**src/rtl/scandoubler_pkg.sv**
```systemverilog
// Shared types and defaults for the scandoubler mode controller.
package scandoubler_pkg;

  typedef enum logic [1:0] {
    SEARCH  = 2'd0,
    MEASURE = 2'd1,
    LOCKED  = 2'd2
  } lock_state_e;

  localparam logic [1:0] FM_AUTO   = 2'b00;
  localparam logic [1:0] FM_BYPASS = 2'b01;
  localparam logic [1:0] FM_DOUBLE = 2'b10;

  localparam int TOL_DEF          = 4;
  localparam int LOCK_LINES_DEF   = 8;
  localparam int LOST_LINES_DEF   = 4;
  localparam int HFREQ_THRESH_DEF = 1536;

endpackage

```
**src/rtl/sync_period_lock.sv**
```systemverilog
// Line-period measurement and SEARCH/MEASURE/LOCKED line-rate lock with
// sync-loss timeout on counter saturation.
module sync_period_lock
  import scandoubler_pkg::*;
#(
  parameter int LINE_W     = 12,
  parameter int TOL        = TOL_DEF,
  parameter int LOCK_LINES = LOCK_LINES_DEF,
  parameter int LOST_LINES = LOST_LINES_DEF
) (
  input  logic              clk_sys,
  input  logic              reset,
  input  logic              hs_in,
  output logic              hs_fall,
  output logic              timeout,
  output logic              locked,
  output logic [LINE_W-1:0] line_len
);
  localparam int CNT_W = 8;
  localparam logic [LINE_W-1:0] HCNT_MAX  = '1;
  localparam logic [LINE_W-1:0] HCNT_TO   = {{(LINE_W-1){1'b1}}, 1'b0};
  localparam logic [CNT_W-1:0]  LOCK_LAST = CNT_W'(LOCK_LINES - 1);
  localparam logic [CNT_W-1:0]  LOST_LAST = CNT_W'(LOST_LINES - 1);
  localparam logic [LINE_W:0]   TOL_W     = (LINE_W+1)'(TOL);

  lock_state_e       state_q, state_d;
  logic              hs_q;
  logic [LINE_W-1:0] hcnt_q, hcnt_d, ref_len_q, ref_len_d, line_len_q, line_len_d;
  logic [CNT_W-1:0]  match_cnt_q, match_cnt_d, miss_cnt_q, miss_cnt_d;
  logic              locked_q, locked_d, match;
  logic [LINE_W:0]   period, ref_ext, diff;

  always_comb begin
    hs_fall = hs_q & ~hs_in;
    // Fires once, on the cycle the counter steps into saturation.
    timeout = ~hs_fall && (hcnt_q == HCNT_TO);
    period  = {1'b0, hcnt_q} + (LINE_W+1)'(1);
    ref_ext = {1'b0, ref_len_q};
    diff    = (period >= ref_ext) ? period - ref_ext : ref_ext - period;
    match   = (diff <= TOL_W);

    hcnt_d = hs_fall ? '0 : ((hcnt_q == HCNT_MAX) ? hcnt_q : hcnt_q + LINE_W'(1));

    state_d     = state_q;
    match_cnt_d = match_cnt_q;
    miss_cnt_d  = miss_cnt_q;
    ref_len_d   = ref_len_q;
    line_len_d  = line_len_q;
    locked_d    = locked_q;

    if (timeout) begin
      state_d     = SEARCH;
      locked_d    = 1'b0;
      match_cnt_d = '0;
      miss_cnt_d  = '0;
    end else if (hs_fall) begin
      case (state_q)
        SEARCH: begin
          state_d     = MEASURE;
          match_cnt_d = '0;
        end
        MEASURE: begin
          if (match) begin
            if (match_cnt_q == LOCK_LAST) begin
              state_d     = LOCKED;
              locked_d    = 1'b1;
              line_len_d  = ref_len_q;
              match_cnt_d = '0;
              miss_cnt_d  = '0;
            end else begin
              match_cnt_d = match_cnt_q + CNT_W'(1);
            end
          end else begin
            ref_len_d   = period[LINE_W] ? HCNT_MAX : period[LINE_W-1:0];
            match_cnt_d = '0;
          end
        end
        LOCKED: begin
          if (match) begin
            miss_cnt_d = '0;
          end else if (miss_cnt_q == LOST_LAST) begin
            state_d    = SEARCH;
            locked_d   = 1'b0;
            miss_cnt_d = '0;
          end else begin
            miss_cnt_d = miss_cnt_q + CNT_W'(1);
          end
        end
        default: state_d = SEARCH;
      endcase
    end
  end

  always_ff @(posedge clk_sys) begin
    if (reset) begin
      state_q     <= SEARCH;
      hs_q        <= 1'b0;
      hcnt_q      <= '0;
      ref_len_q   <= '0;
      line_len_q  <= '0;
      match_cnt_q <= '0;
      miss_cnt_q  <= '0;
      locked_q    <= 1'b0;
    end else begin
      state_q     <= state_d;
      hs_q        <= hs_in;
      hcnt_q      <= hcnt_d;
      ref_len_q   <= ref_len_d;
      line_len_q  <= line_len_d;
      match_cnt_q <= match_cnt_d;
      miss_cnt_q  <= miss_cnt_d;
      locked_q    <= locked_d;
    end
  end

  assign locked   = locked_q;
  assign line_len = line_len_q;

endmodule

```
**src/rtl/scandoubler_ctrl.sv**
```systemverilog
// Scandoubler mode controller: lock tracking, line counting per frame and
// frame-aligned selection between doubler and bypass output.
module scandoubler_ctrl
  import scandoubler_pkg::*;
#(
  parameter int LINE_W       = 12,
  parameter int TOL          = TOL_DEF,
  parameter int LOCK_LINES   = LOCK_LINES_DEF,
  parameter int LOST_LINES   = LOST_LINES_DEF,
  parameter int HFREQ_THRESH = HFREQ_THRESH_DEF
) (
  input  logic              clk_sys,
  input  logic              reset,
  input  logic              hs_in,
  input  logic              vs_in,
  input  logic [1:0]        force_mode,
  input  logic [1:0]        scanlines_cfg,
  output logic              sd_enable,
  output logic [1:0]        scanlines,
  output logic              locked,
  output logic [LINE_W-1:0] line_len,
  output logic [9:0]        lines_per_frame,
  output logic              mode_changed
);
  localparam logic [LINE_W-1:0] THRESH   = LINE_W'(HFREQ_THRESH);
  localparam logic [9:0]        VCNT_MAX = '1;

  logic       hs_fall, timeout, vs_fall, is_auto, want_double;
  logic       vs_q, sd_q, sd_d, sd_dly_q, mc_q, mc_d;
  logic [9:0] vcnt_q, vcnt_d, lpf_q, lpf_d;
  logic [1:0] scan_q, scan_d;

  sync_period_lock #(
    .LINE_W    (LINE_W),
    .TOL       (TOL),
    .LOCK_LINES(LOCK_LINES),
    .LOST_LINES(LOST_LINES)
  ) u_lock (
    .clk_sys (clk_sys),
    .reset   (reset),
    .hs_in   (hs_in),
    .hs_fall (hs_fall),
    .timeout (timeout),
    .locked  (locked),
    .line_len(line_len)
  );

  always_comb begin
    vs_fall     = vs_q & ~vs_in;
    is_auto     = (force_mode != FM_BYPASS) && (force_mode != FM_DOUBLE);
    want_double = 1'b0;
    case (force_mode)
      FM_DOUBLE: want_double = 1'b1;
      FM_BYPASS: want_double = 1'b0;
      default:   want_double = locked && (line_len > THRESH);
    endcase

    // A line starting together with vsync belongs to the new frame.
    vcnt_d = vcnt_q;
    lpf_d  = lpf_q;
    if (vs_fall) begin
      lpf_d  = vcnt_q;
      vcnt_d = hs_fall ? 10'd1 : 10'd0;
    end else if (hs_fall && (vcnt_q != VCNT_MAX)) begin
      vcnt_d = vcnt_q + 10'd1;
    end

    // Source loss in auto falls back to bypass at once; otherwise wait for vsync.
    sd_d = sd_q;
    if (timeout && is_auto) sd_d = 1'b0;
    else if (vs_fall)       sd_d = want_double;

    mc_d   = sd_q ^ sd_dly_q;
    scan_d = sd_q ? scanlines_cfg : 2'b00;
  end

  always_ff @(posedge clk_sys) begin
    if (reset) begin
      vs_q     <= 1'b0;
      vcnt_q   <= '0;
      lpf_q    <= '0;
      sd_q     <= 1'b0;
      sd_dly_q <= 1'b0;
      mc_q     <= 1'b0;
      scan_q   <= '0;
    end else begin
      vs_q     <= vs_in;
      vcnt_q   <= vcnt_d;
      lpf_q    <= lpf_d;
      sd_q     <= sd_d;
      sd_dly_q <= sd_q;
      mc_q     <= mc_d;
      scan_q   <= scan_d;
    end
  end

  assign sd_enable       = sd_q;
  assign scanlines       = scan_q;
  assign lines_per_frame = lpf_q;
  assign mode_changed    = mc_q;

endmodule
```
**config.mk**
```make
export PLATFORM = sky130hd
export DESIGN_NAME = scandoubler_ctrl
export DESIGN_NICKNAME = d
export VERILOG_FILES = /design/src/rtl/scandoubler_pkg.sv /design/src/rtl/sync_period_lock.sv /design/src/rtl/scandoubler_ctrl.sv
export SDC_FILE = /design/constraint.sdc
export NUM_CORES = 1
export LEC_CHECK = 0
export CORE_ASPECT_RATIO = 0.6
export CORE_UTILIZATION = 50
export CTS_CLUSTER_DIAMETER = 50
export CTS_CLUSTER_SIZE = 16
export DETAILED_ROUTE_END_ITERATION = 16
export PLACE_DENSITY = 0.69
export RECOVER_POWER = 25
export SLEW_MARGIN = 10
export SYNTH_ARGS = -nofsm -noshare
export SYNTH_HDL_FRONTEND = slang
export SYNTH_HIERARCHICAL = 1
export SYNTH_SLANG_ARGS = --single-unit
```
**constraint.sdc**
```tcl
create_clock -name clk_sys -period 10.4 [get_ports clk_sys]
set_clock_uncertainty 0.05 [all_clocks]
set_input_delay 3.12 -clock clk_sys [delete_from_list [all_inputs] [get_ports clk_sys]]
set_output_delay 3.12 -clock clk_sys [all_outputs]
set_load 0.02 [all_outputs]
```
==> run_results.csv <==
group,metric,value,unit
status,run_status,"complete, but fails checks",
status,failed_checks,"capacitance limit, slew limit",
critical_path,critical_path.n_buffers_inverters,2,
global_routing,via_count_of_the_first_global_routing_pass,4174,
sta,final_hold_fails,0,
critical_path,critical_path_depth,6,
critical_path,start_kind,"input pin",
layout,final_common_cell,"sky130_fd_sc_hd__dfxtp_1",
layout,area_growth_syn_to_layout,14.3,%
clocking,tritoncts,"yes",
sta,final_max_slew_viol_count,46,
die,floorplan.die.height,80.0,µm
logic_synthesis,synth-seq-cells,82,
die,rows,28,
logic_synthesis,synth_cells,641,
logic_synthesis,post_synth_instance_area,5070,µm²
sta,tightestPinTransition,1.98,ns
layout,antenna_cells_inserted,0,
route,drc,0,
route,met3_wirelength,860,µm
critical_path,worst_ep_required_time,10.57,ns
worst_hold_path,worst_hold_path_type,"reg -> reg",
sta,max-slew-margin-rel,-32.2,%
logic_synthesis,async_reset_ff_share,0,%
critical_path,path_class,"in -> reg",
worst_hold_path,whs_path_depth,2,
global_routing,largest_net_degree_at_the_start_of_global_routing,46,
critical_path,end_kind,"flip-flop",
die,die_width,132,µm
logic_synthesis,synth.yosys.seq_area_share,32.3,%
route,m1WireLength,6750,µm
global_routing,antenna_found_initial,0,
logic_synthesis,mappedNetlistNets,679,
clocking,num_cts_buffers,9,
route,wl_met2,5160,µm
critical_path,path_delay_family,"buffers and inverters",
clocking,post_cts_buffers,0,
clocking,post_cts_resized,0,
critical_path,worst-path-max-fanout,45,
layout,drive_above_1_share,5.89,%
sta,min_period,6.22,ns
global_routing,grt_pass1_wl,21000,µm
logic_synthesis,postSynth.topFlopCell,"sky130_fd_sc_hd__dfxtp_1",
clocking,cts-root-to-sink-buffers,2,
global_routing,globalRouteTotalUtil,25.1,%
route,route.vias.total,4627,
clocking,hold_buffers,0,
sta,setup_violations,0,
power,power.density_cell_area,137,nW/µm²
route,route.detailed.wl_per_inst,16.1,µm
logic_synthesis,synthDistinctLibCells,70,
sta,finalHoldWorstSlack,0.401,ns
placed_design,globalplace.congestion,0.905,
placed_design,dp.final_hpwl,9610,µm
critical_path,critical_path.max_stage_delay,1.42,ns
run,max_cap_violations,1,
sta,period_utilization_post_route,59.8,%
layout,layout_common_cells,"82 x sky130_fd_sc_hd__dfxtp_1, 79 x sky130_fd_sc_hd__nor2_1, 63 x sky130_fd_sc_hd__nand2_1, 46 x sky130_fd_sc_hd__a21oi_1, 38 x sky130_fd_sc_hd__inv_1",
route,dr.max_layer_used,"met4",
clocking,clk_pin_slew,0.06,ns
critical_path,critPathArrivalTime,6.40,ns
power,total_leakage_power,2.27,nW
clocking,clock_sink_count,82,
logic_synthesis,synth_enable_flop_cells,0,
route,final_antenna_net_count,0,
die,core-area,9840,µm²
clocking,cts_root_buffer,"sky130_fd_sc_hd__clkbuf_16",
route,vias_per_cell,5.81,
critical_path,cp_cell_sequence,"dlygate4sd3_1 > clkbuf_1 > nor2_1 > nand4_1 > nor4_1 > a211o_1",
logic_synthesis,syn_avg_cell_area,7.92,µm²
die,ioPinCount,35,
clocking,clkLatencyLatePin,0.34,ns
clocking,maximum_level_of_the_cts_h_tree,3,
sta,setup_tns,0,ns
die,initial_core_util,51.6,%
route,drt_iter0_drc,406,
critical_path,r2r_cells,15,
power,max-vdd-ir-drop,0.0000911,V
layout,final_nets,695,
global_routing,global_route.overflow_total,0,
die,fp.dieArea,10600,µm²
critical_path,timing.critical_path.slowest_stage_cell,"sky130_fd_sc_hd__clkbuf_1",
logic_synthesis,synthesis.yosys.warnings,6,
route,drtPass1Iterations,5,
sta,max_freq,161,MHz
placed_design,portBuffers,34,
sta,rsz0062_at_grt,"no",
route,drt-total-wl,12800,µm
[synth_stat cells, types with 10 or more instances]
cell | instances | area, µm²
sky130_fd_sc_hd__a21oi_1 | 46 | 230
sky130_fd_sc_hd__nand2b_1 | 13 | 81.3
sky130_fd_sc_hd__inv_1 | 38 | 143
sky130_fd_sc_hd__mux2i_1 | 20 | 200
sky130_fd_sc_hd__clkbuf_1 | 23 | 86.3
sky130_fd_sc_hd__nand2_1 | 63 | 236
sky130_fd_sc_hd__or3_1 | 10 | 62.6
sky130_fd_sc_hd__ha_1 | 30 | 375
sky130_fd_sc_hd__nor2_1 | 79 | 297
sky130_fd_sc_hd__o21ai_0 | 27 | 135
sky130_fd_sc_hd__a21o_1 | 13 | 97.6
sky130_fd_sc_hd__dfxtp_1 | 82 | 1640
sky130_fd_sc_hd__nand3_1 | 30 | 150
sky130_fd_sc_hd__a211oi_1 | 18 | 135
sky130_fd_sc_hd__xnor2_1 | 15 | 131
[area by class of cell]
| type | instances | area, µm² |
|---|---|---|
| inverters | 38 | 143 |
| clock inverters | 5 | 100 |
| multi-input cells | 490 | 3140 |
| repair buffers | 36 | 352 |
| fillers | 905 | 4050 |
| clock buffers | 11 | 253 |
| flip-flops and latches | 82 | 1640 |
| well taps | 135 | 169 |
[per-stage QoR]
stage	cell area (µm²)	util [%]	setup WS, ns	instances	power (mW)
CTS	5800	58.9	5.02	797	0.799
global placement	5450	55.4	4.83	781	0.425
detailed placement	5450	55.4	4.69	781	0.428
floorplan	5070	-	5.84	641	0.405
finish	5800	58.9	4.18	797	0.795
global route	5800	58.9	3.85	797	0.825
[routing by layer]
layer | track usage [%] | vias to the layer above
met2 | 35.5 | 130
met5 | 0 | -
met3 | 7.30 | 10
met4 | 4.42 | 0
li1 | - | 2298
met1 | 37.1 | 2189
[flip-flops by register name (all words and copies together) (netlist names)]
name	flops
u_lock/hcnt_q	12
sd_dly_q	1
u_lock/locked	1
u_lock/hs_q	1
vs_q	1
sd_enable	1
u_lock/match_cnt_q	8
u_lock/state_q	2
u_lock/miss_cnt_q	8
u_lock/ref_len_q	12
mode_changed	1
lines_per_frame	10
scanlines	2
u_lock/line_len	12
vcnt_q	10
[cells by family after synthesis]
family                   share of synthesized area (%)
AND/OR/NAND/NOR                                   25.9
AO/OA/AOI/OAI                                     21.0
flip-flops                                        32.3
buffers and inverters                             5.77
adder cells (fa/ha/maj)                           7.40
XOR/XNOR                                          3.62
multiplexers                                      3.94
[worst paths after layout]
path	start	endpoint	slack (ns)
worst max-delay path	reset	u_lock/miss_cnt_q[5]$_SDFFE_PP0P_	4.18
worst min-delay path	lines_per_frame[7]$_SDFFE_PP0P_	lines_per_frame[7]$_SDFFE_PP0P_	0.40
worst max register to register	u_lock/hcnt_q[0]$_SDFFE_PP0P_	u_lock/line_len[9]$_SDFFE_PP0P_	4.86
worst min register to register	lines_per_frame[7]$_SDFFE_PP0P_	lines_per_frame[7]$_SDFFE_PP0P_	0.40
[tightest hold or removal path, delay by kind of cell, from the launching register on]
kind               cells  cell delay (ns)
DFF                    1             0.30
and+or+nand+nor        1             0.05
AOI/OAI and AO/OA      1             0.05
[where the power goes]
| part | switching [mW] | leakage [nW] | internal [mW] | total (mW) |
|---|---|---|---|---|
| clock network | 0.124 | 0.176 | 0.247 | 0.371 |
| registers | 0.00475 | 0.662 | 0.317 | 0.322 |
| logic | 0.0604 | 1.43 | 0.0414 | 0.102 |
| total | 0.189 | 2.27 | 0.605 | 0.795 |
Note: power is estimated with default switching activity, not from simulation.
